**src/rtl/c3po_reg_bridge_if.sv**
```systemverilog
// Host command/response channels plus the C-3PO register bus, seen from the host side (master)
// and from the bridge (slave).
interface c3po_reg_bridge_if #(
    parameter int ADDR_SIZE_P = 6
);
    logic                   host_valid;
    logic                   host_ready;
    logic                   host_rd_wr;
    logic [ADDR_SIZE_P-1:0] host_addr;
    logic [31:0]            host_wdata;

    logic                   rsp_valid;
    logic                   rsp_ready;
    logic [31:0]            rsp_rdata;
    logic                   rsp_err;
    logic [7:0]             timeout_cnt;

    logic [ADDR_SIZE_P-1:0] addr;
    logic                   rd_wr;
    logic                   req;
    logic [31:0]            write_val;
    logic [31:0]            read_val;
    logic                   ack;

    modport master (
        output host_valid, host_rd_wr, host_addr, host_wdata, rsp_ready, read_val, ack,
        input  host_ready, rsp_valid, rsp_rdata, rsp_err, timeout_cnt, addr, rd_wr, req, write_val
    );

    modport slave (
        input  host_valid, host_rd_wr, host_addr, host_wdata, rsp_ready, read_val, ack,
        output host_ready, rsp_valid, rsp_rdata, rsp_err, timeout_cnt, addr, rd_wr, req, write_val
    );
endinterface

```
**src/rtl/c3po_reg_bridge.sv**
```systemverilog
// One-outstanding host-to-register-bus bridge: req one cycle after accept, response one cycle after ack/timeout.
// Host is stalled (host_ready low) until the response is taken; a missing ack ends in an error response.
module c3po_reg_bridge #(
    parameter int ADDR_SIZE_P = 6,
    parameter int TIMEOUT_P   = 16
) (
    input  logic              clk,
    input  logic              reset,
    c3po_reg_bridge_if.slave  bus
);
    typedef enum logic [1:0] {IDLE, REQ, RSP} state_t;

    state_t                 state, state_nxt;
    logic                   accept, done_ack, done_to;
    logic [7:0]             wait_cnt;
    logic [ADDR_SIZE_P-1:0] addr_q;
    logic                   rd_wr_q;
    logic                   req_q;
    logic [31:0]            write_val_q;
    logic                   rsp_valid_q;
    logic [31:0]            rsp_rdata_q;
    logic                   rsp_err_q;
    logic [7:0]             timeout_cnt_q;

    always_comb begin
        state_nxt = state;
        accept    = 1'b0;
        done_ack  = 1'b0;
        done_to   = 1'b0;
        case (state)
            IDLE: begin
                if (bus.host_valid) begin
                    accept    = 1'b1;
                    state_nxt = REQ;
                end
            end
            REQ: begin
                // ack takes priority over a timeout landing in the same cycle
                if (bus.ack) begin
                    done_ack  = 1'b1;
                    state_nxt = RSP;
                end else if (wait_cnt == 8'(TIMEOUT_P - 1)) begin
                    done_to   = 1'b1;
                    state_nxt = RSP;
                end
            end
            RSP: begin
                if (bus.rsp_ready) begin
                    state_nxt = IDLE;
                end
            end
            default: state_nxt = IDLE;
        endcase
    end

    always_ff @(posedge clk) begin
        if (reset) begin
            state         <= IDLE;
            wait_cnt      <= '0;
            addr_q        <= '0;
            rd_wr_q       <= 1'b0;
            req_q         <= 1'b0;
            write_val_q   <= '0;
            rsp_valid_q   <= 1'b0;
            rsp_rdata_q   <= '0;
            rsp_err_q     <= 1'b0;
            timeout_cnt_q <= '0;
        end else begin
            state <= state_nxt;
            if (accept) begin
                addr_q      <= bus.host_addr;
                rd_wr_q     <= bus.host_rd_wr;
                write_val_q <= bus.host_wdata;
                req_q       <= 1'b1;
                wait_cnt    <= '0;
            end
            if (state == REQ && !done_ack && !done_to) begin
                wait_cnt <= wait_cnt + 8'd1;
            end
            if (done_ack) begin
                req_q       <= 1'b0;
                rsp_valid_q <= 1'b1;
                rsp_err_q   <= 1'b0;
                rsp_rdata_q <= rd_wr_q ? bus.read_val : 32'd0;
            end
            if (done_to) begin
                req_q       <= 1'b0;
                rsp_valid_q <= 1'b1;
                rsp_err_q   <= 1'b1;
                rsp_rdata_q <= 32'd0;
                if (timeout_cnt_q != 8'hFF) begin
                    timeout_cnt_q <= timeout_cnt_q + 8'd1;
                end
            end
            if (state == RSP && bus.rsp_ready) begin
                rsp_valid_q <= 1'b0;
            end
        end
    end

    assign bus.host_ready  = (state == IDLE);
    assign bus.addr        = addr_q;
    assign bus.rd_wr       = rd_wr_q;
    assign bus.req         = req_q;
    assign bus.write_val   = write_val_q;
    assign bus.rsp_valid   = rsp_valid_q;
    assign bus.rsp_rdata   = rsp_rdata_q;
    assign bus.rsp_err     = rsp_err_q;
    assign bus.timeout_cnt = timeout_cnt_q;
endmodule

```
**src/flat_wrapper.sv**
```systemverilog
// flat-port wrapper written by rule: the top's interface ports become plain ports
module c3po_reg_bridge_flat 
#(
    parameter int ADDR_SIZE_P = 6,
    parameter int TIMEOUT_P   = 16
)
  (clk, reset, bus_host_valid, bus_host_rd_wr, bus_host_addr, bus_host_wdata, bus_rsp_ready, bus_read_val, bus_ack, bus_host_ready, bus_rsp_valid, bus_rsp_rdata, bus_rsp_err, bus_timeout_cnt, bus_addr, bus_rd_wr, bus_req, bus_write_val);
  c3po_reg_bridge_if #(.ADDR_SIZE_P(ADDR_SIZE_P)) bus_i ();
  input  logic clk;
  input  logic reset;
  input wire logic [$bits(bus_i.host_valid)-1:0] bus_host_valid;
  input wire logic [$bits(bus_i.host_rd_wr)-1:0] bus_host_rd_wr;
  input wire logic [$bits(bus_i.host_addr)-1:0] bus_host_addr;
  input wire logic [$bits(bus_i.host_wdata)-1:0] bus_host_wdata;
  input wire logic [$bits(bus_i.rsp_ready)-1:0] bus_rsp_ready;
  input wire logic [$bits(bus_i.read_val)-1:0] bus_read_val;
  input wire logic [$bits(bus_i.ack)-1:0] bus_ack;
  output wire logic [$bits(bus_i.host_ready)-1:0] bus_host_ready;
  output wire logic [$bits(bus_i.rsp_valid)-1:0] bus_rsp_valid;
  output wire logic [$bits(bus_i.rsp_rdata)-1:0] bus_rsp_rdata;
  output wire logic [$bits(bus_i.rsp_err)-1:0] bus_rsp_err;
  output wire logic [$bits(bus_i.timeout_cnt)-1:0] bus_timeout_cnt;
  output wire logic [$bits(bus_i.addr)-1:0] bus_addr;
  output wire logic [$bits(bus_i.rd_wr)-1:0] bus_rd_wr;
  output wire logic [$bits(bus_i.req)-1:0] bus_req;
  output wire logic [$bits(bus_i.write_val)-1:0] bus_write_val;
  assign bus_i.host_valid = bus_host_valid;
  assign bus_i.host_rd_wr = bus_host_rd_wr;
  assign bus_i.host_addr = bus_host_addr;
  assign bus_i.host_wdata = bus_host_wdata;
  assign bus_i.rsp_ready = bus_rsp_ready;
  assign bus_i.read_val = bus_read_val;
  assign bus_i.ack = bus_ack;
  assign bus_host_ready = bus_i.host_ready;
  assign bus_rsp_valid = bus_i.rsp_valid;
  assign bus_rsp_rdata = bus_i.rsp_rdata;
  assign bus_rsp_err = bus_i.rsp_err;
  assign bus_timeout_cnt = bus_i.timeout_cnt;
  assign bus_addr = bus_i.addr;
  assign bus_rd_wr = bus_i.rd_wr;
  assign bus_req = bus_i.req;
  assign bus_write_val = bus_i.write_val;
  c3po_reg_bridge #(.ADDR_SIZE_P(ADDR_SIZE_P), .TIMEOUT_P(TIMEOUT_P)) u_core (.clk(clk), .reset(reset), .bus(bus_i));
endmodule
```
**config.mk**
```make
export PLATFORM = sky130hd
export DESIGN_NAME = c3po_reg_bridge_flat
export DESIGN_NICKNAME = d
export VERILOG_FILES = /design/src/rtl/c3po_reg_bridge_if.sv /design/src/rtl/c3po_reg_bridge.sv /design/src/flat_wrapper.sv
export SDC_FILE = /design/constraint.sdc
export NUM_CORES = 1
export LEC_CHECK = 0
export ABC_AREA = 1
export BUFFER_PORTS_ARGS = -buffer_cell sky130_fd_sc_hd__buf_2
export CORE_ASPECT_RATIO = 1.1
export CORE_UTILIZATION = 47
export DETAILED_ROUTE_END_ITERATION = 6
export GPL_ROUTABILITY_DRIVEN = 0
export MAX_ROUTING_LAYER = met4
export PLACE_DENSITY = 0.85
export SLEW_MARGIN = 25
export SYNTH_ARGS = -nofsm -noshare
export SYNTH_HDL_FRONTEND = slang
export SYNTH_SLANG_ARGS = --single-unit
```
**constraint.sdc**
```tcl
create_clock -name clk -period 1.6 [get_ports clk]
set_clock_uncertainty 0.05 [all_clocks]
set_input_delay 0.16 -clock clk [delete_from_list [all_inputs] [get_ports clk]]
set_output_delay 0.16 -clock clk [all_outputs]
set_load 0.01 [all_outputs]
```
==> run_results.csv <==
group,metric,value,unit
timing,slew_headroom,71.5,%
floorplan,die_w,85.5,um
timing,finalHoldViolations,0,
critical_path,critPathLaunch,"u_core.state[1]$_SDFFE_PP0P_",
synthesis,yosysSeqAreaShare,51.1,%
synthesis,synth_compound_area_share,12.6,%
synthesis,synth_area_leaders,"dfxtp_1 (51%), nor2_1 (12%), nand2_1 (6.8%)",
finish,area_growth_syn_to_layout,30.6,%
synthesis,synthFlopType,"dfxtp_1",
detailed_routing,wire_per_inst,12.0,um
grt,antenna_found_initial,0,
synthesis,synth_area,3610,sq um
synthesis,syn_nets,548,
finish,diodes,0,
grt,grt_use_total,21.7,%
synthesis,synth-simple-area-share,29.4,%
synthesis,synth_mux_area_share,0,%
detailed_routing,vias,3593,
synthesis,yosysTopAreaCellShare,51.1,%
min_path,hold_path.class,"in -> reg",
critical_path,crit_type,"reg -> reg",
clocking,tritoncts.num_buffers,9,
synthesis,synth_top_cells_by_count,"nor2_1 (114), dfxtp_1 (92), nand2_1 (65)",
outcome,violations,"DRC",
critical_path,r2r_cells,7,
floorplan,die_area,8030,sq um
floorplan,rows,33,
critical_path,endpoint,"u_core.bus.rsp_rdata[30]$_SDFFE_PP0P_",
timing,setup_viol,0,
detailed_routing,drc,2,
detailed_routing,ant_nets,0,
critical_path,path_max_fanout,32,
clocking,cts.sinks,92,
job,drv_cap,0,
synthesis,ys_seq_elements,92,
grt,grt_overflow_total,0,
critical_path,worstSetupEndpointType,"flop",
timing,tightestPinTransition,0.428,ns
placement,hpwl,5890,um
floorplan,core_area,7430,sq um
timing,slew_violations,0,
detailed_routing,drt-pass1-iter-count,6,
critical_path,reg2reg_to,"u_core.bus.rsp_rdata[30]$_SDFFE_PP0P_",
critical_path,cp.required,1.78,ns
finish,nets,702,
floorplan,ios,159,
synthesis,synth.distinct_cells,25,
synthesis,synth_xor_area_share,0,%
synthesis,yosysMostFrequentCell,"nor2_1",
synthesis,synth_edf_count,0,
timing,fin_crit,1.48,ns
power,p_per_area,953,nW/um^2
detailed_routing,viasPerCell,5.02,
finish,drive_gt1_share,31.6,%
grt,grt_start_max_net_pins,47,
synthesis,synth.avg_cell_area,7.67,sq um
finish,final_cell_area,4710,sq um
critical_path,regToRegSetupSlack,0.12,ns
critical_path,start_kind,"flop",
critical_path,r2r-start,"u_core.state[1]$_SDFFE_PP0P_",
clocking,clock_path_buffers,2,
finish,fillers,676,
grt,grt_pass1_wl,13800,um
detailed_routing,drt_iter0_drc,125,
timing,timing.final.crit_share,92.2,%
synthesis,synth_warnings,0,
synthesis,netlist_instances,470,
synthesis,yosys.area.top_type,"dfxtp_1",
clocking,post_cts_buffers,0,
power,vdd_drop_max,677,uV
floorplan,start_util,48.5,%
synthesis,synth_top_family_by_area,"simple AND/OR/NAND/NOR gates",
power,leakage,2.18,nW
grt,grt_pass1_vias,3253,
outcome,outcome,"finished, violations left",
clocking,cts.clk_slew.worst_paths,0.09,ns
min_path,min_from,"bus_host_rd_wr",
clocking,clock_latency,0.34,ns
clocking,root_buffer,"clkbuf_8",
synthesis,yosys.area_share.adder,0.694,%
placement,placed_area,4450,sq um
clocking,cts_htree_levels,3,
clocking,cts_tree,"done",
placement,io_buffers,158,
synthesis,synth-async-reset-ratio,0,%
finish,final_util,63.4,%
critical_path,cp.arrival,1.66,ns
timing,fmax,0.678,GHz
floorplan,chipHeight,93.9,um
detailed_routing,routed_wl,8570,um
==> registers in the layout, summed over array words and instances, names as in the netlist <==
name and flops:
u_core.state 2, u_core.bus.timeout_cnt 8, u_core.bus.addr 6, u_core.bus.rsp_rdata 32, u_core.wait_cnt 8, u_core.bus.rsp_valid 1
u_core.bus.rd_wr 1, u_core.bus.write_val 32, u_core.bus.req 1, u_core.bus.rsp_err 1
==> cells in the final DEF (no fill, tap or decap) <==
cell and count:
ha_1 1, nand3_2 1, or2_2 1, inv_6 1, inv_1 16, dfxtp_1 91
nand2_1 64, nand2_2 4, clkinv_2 1, nor2_2 2, nand2_4 1, inv_4 1
nand4_1 6, nand3_4 1, clkinv_4 1, nand2_8 2, inv_2 1, buf_2 158
o21ai_0 45, nor3_1 3, clkbuf_1 2, dfxtp_2 1, nor2_8 3, buf_4 4
ha_2 1, nor2_1 112, a22oi_1 2, clkinvlp_4 2, a21oi_1 41, clkbuf_8 10
buf_12 3, dlygate4sd3_1 4, o21ai_1 2, nand3_1 41
==> worst max-delay path: stages, from the launching register on <==
cell and delay (ns):
dfxtp_1 0.34, inv_1 0.07, nand2_2 0.13, inv_2 0.05, nand2_2 0.09, clkinv_2 0.35, nand3_1 0.21, a21oi_1 0.08
==> per-layer routing <==
metal	share of wire, %	GRT usage, %	up-vias
li1	-	-	1845
met1	43	23.9	1615
met2	49	38.5	123
met3	6.0	5.18	10
met4	1.2	7.36	0
met5	0	-	-
==> cells by family after synthesis <==
logic type,after synthesis
simple gates,240
flops,92
buf+inv,46
compound gates,90
fa+ha+maj,2
==> area by class of cell <==
class / count / area [sq um] / area share (%)
clock inverters: 4 / 32.5 / 0.691
clock buffers: 12 / 145 / 3.08
well taps: 87 / 109 / 2.31
inverters: 19 / 75.1 / 1.59
multi-input cells: 333 / 1580 / 33.6
repair buffers: 169 / 921 / 19.6
flip-flops and latches: 92 / 1840 / 39.1
==> timing repair <==
item / CTS / global route
resized for setup: 1 / 8
hold buffers: 3 / 1
setup endpoints to repair: 19 / 41
pin swaps: 0 / 2
endpoints found under the hold margin: 3 / 1
gates cloned: 0 / 1
==> worst min path at each step <==
stage          depth (start not counted)                                     to  slack, ns
2_1_floorplan                          1        u_core.bus.rsp_err$_SDFFE_PP0P_       0.18
3_3_place_gp                           3  u_core.bus.write_val[19]$_SDFFE_PP0P_       0.36
3_5_place_dp                           3        u_core.bus.addr[4]$_SDFFE_PP0P_       0.37
4_1_cts                                3  u_core.bus.write_val[20]$_SDFFE_PP0P_      0.001
5_1_grt                                3        u_core.bus.addr[4]$_SDFFE_PP0P_      0.005
6_report                               3          u_core.bus.rd_wr$_SDFFE_PP0P_       0.02
==> power breakdown <==
group,internal [mW],leakage (nW),switching (mW)
registers,2.40,0.752,0.0536
logic,0.258,1.34,0.359
clock network,0.618,0.0832,0.804
total,3.27,2.18,1.22
==> metrics by stage <==
| stage | setup WS [ns] | hold slack [ns] | total power, mW | cells | setup TNS, ns |
|---|---|---|---|---|---|
| 6_report | 0.124 | 0.0168 | 4.49 | 716 | 0 |
| 4_1_cts | 0.0461 | 0.00121 | 4.53 | 714 | 0 |
| 3_3_place_gp | 0.0495 | 0.359 | 3.09 | 695 | 0 |
| 2_1_floorplan | 0.201 | 0.179 | 2.85 | 470 | 0 |
| 5_1_grt | -0.00201 | 0.00477 | 4.72 | 716 | -0.00201 |
| 3_5_place_dp | -0.0150 | 0.367 | 3.11 | 695 | -0.0530 |
Power figures use the tool's default switching activity.
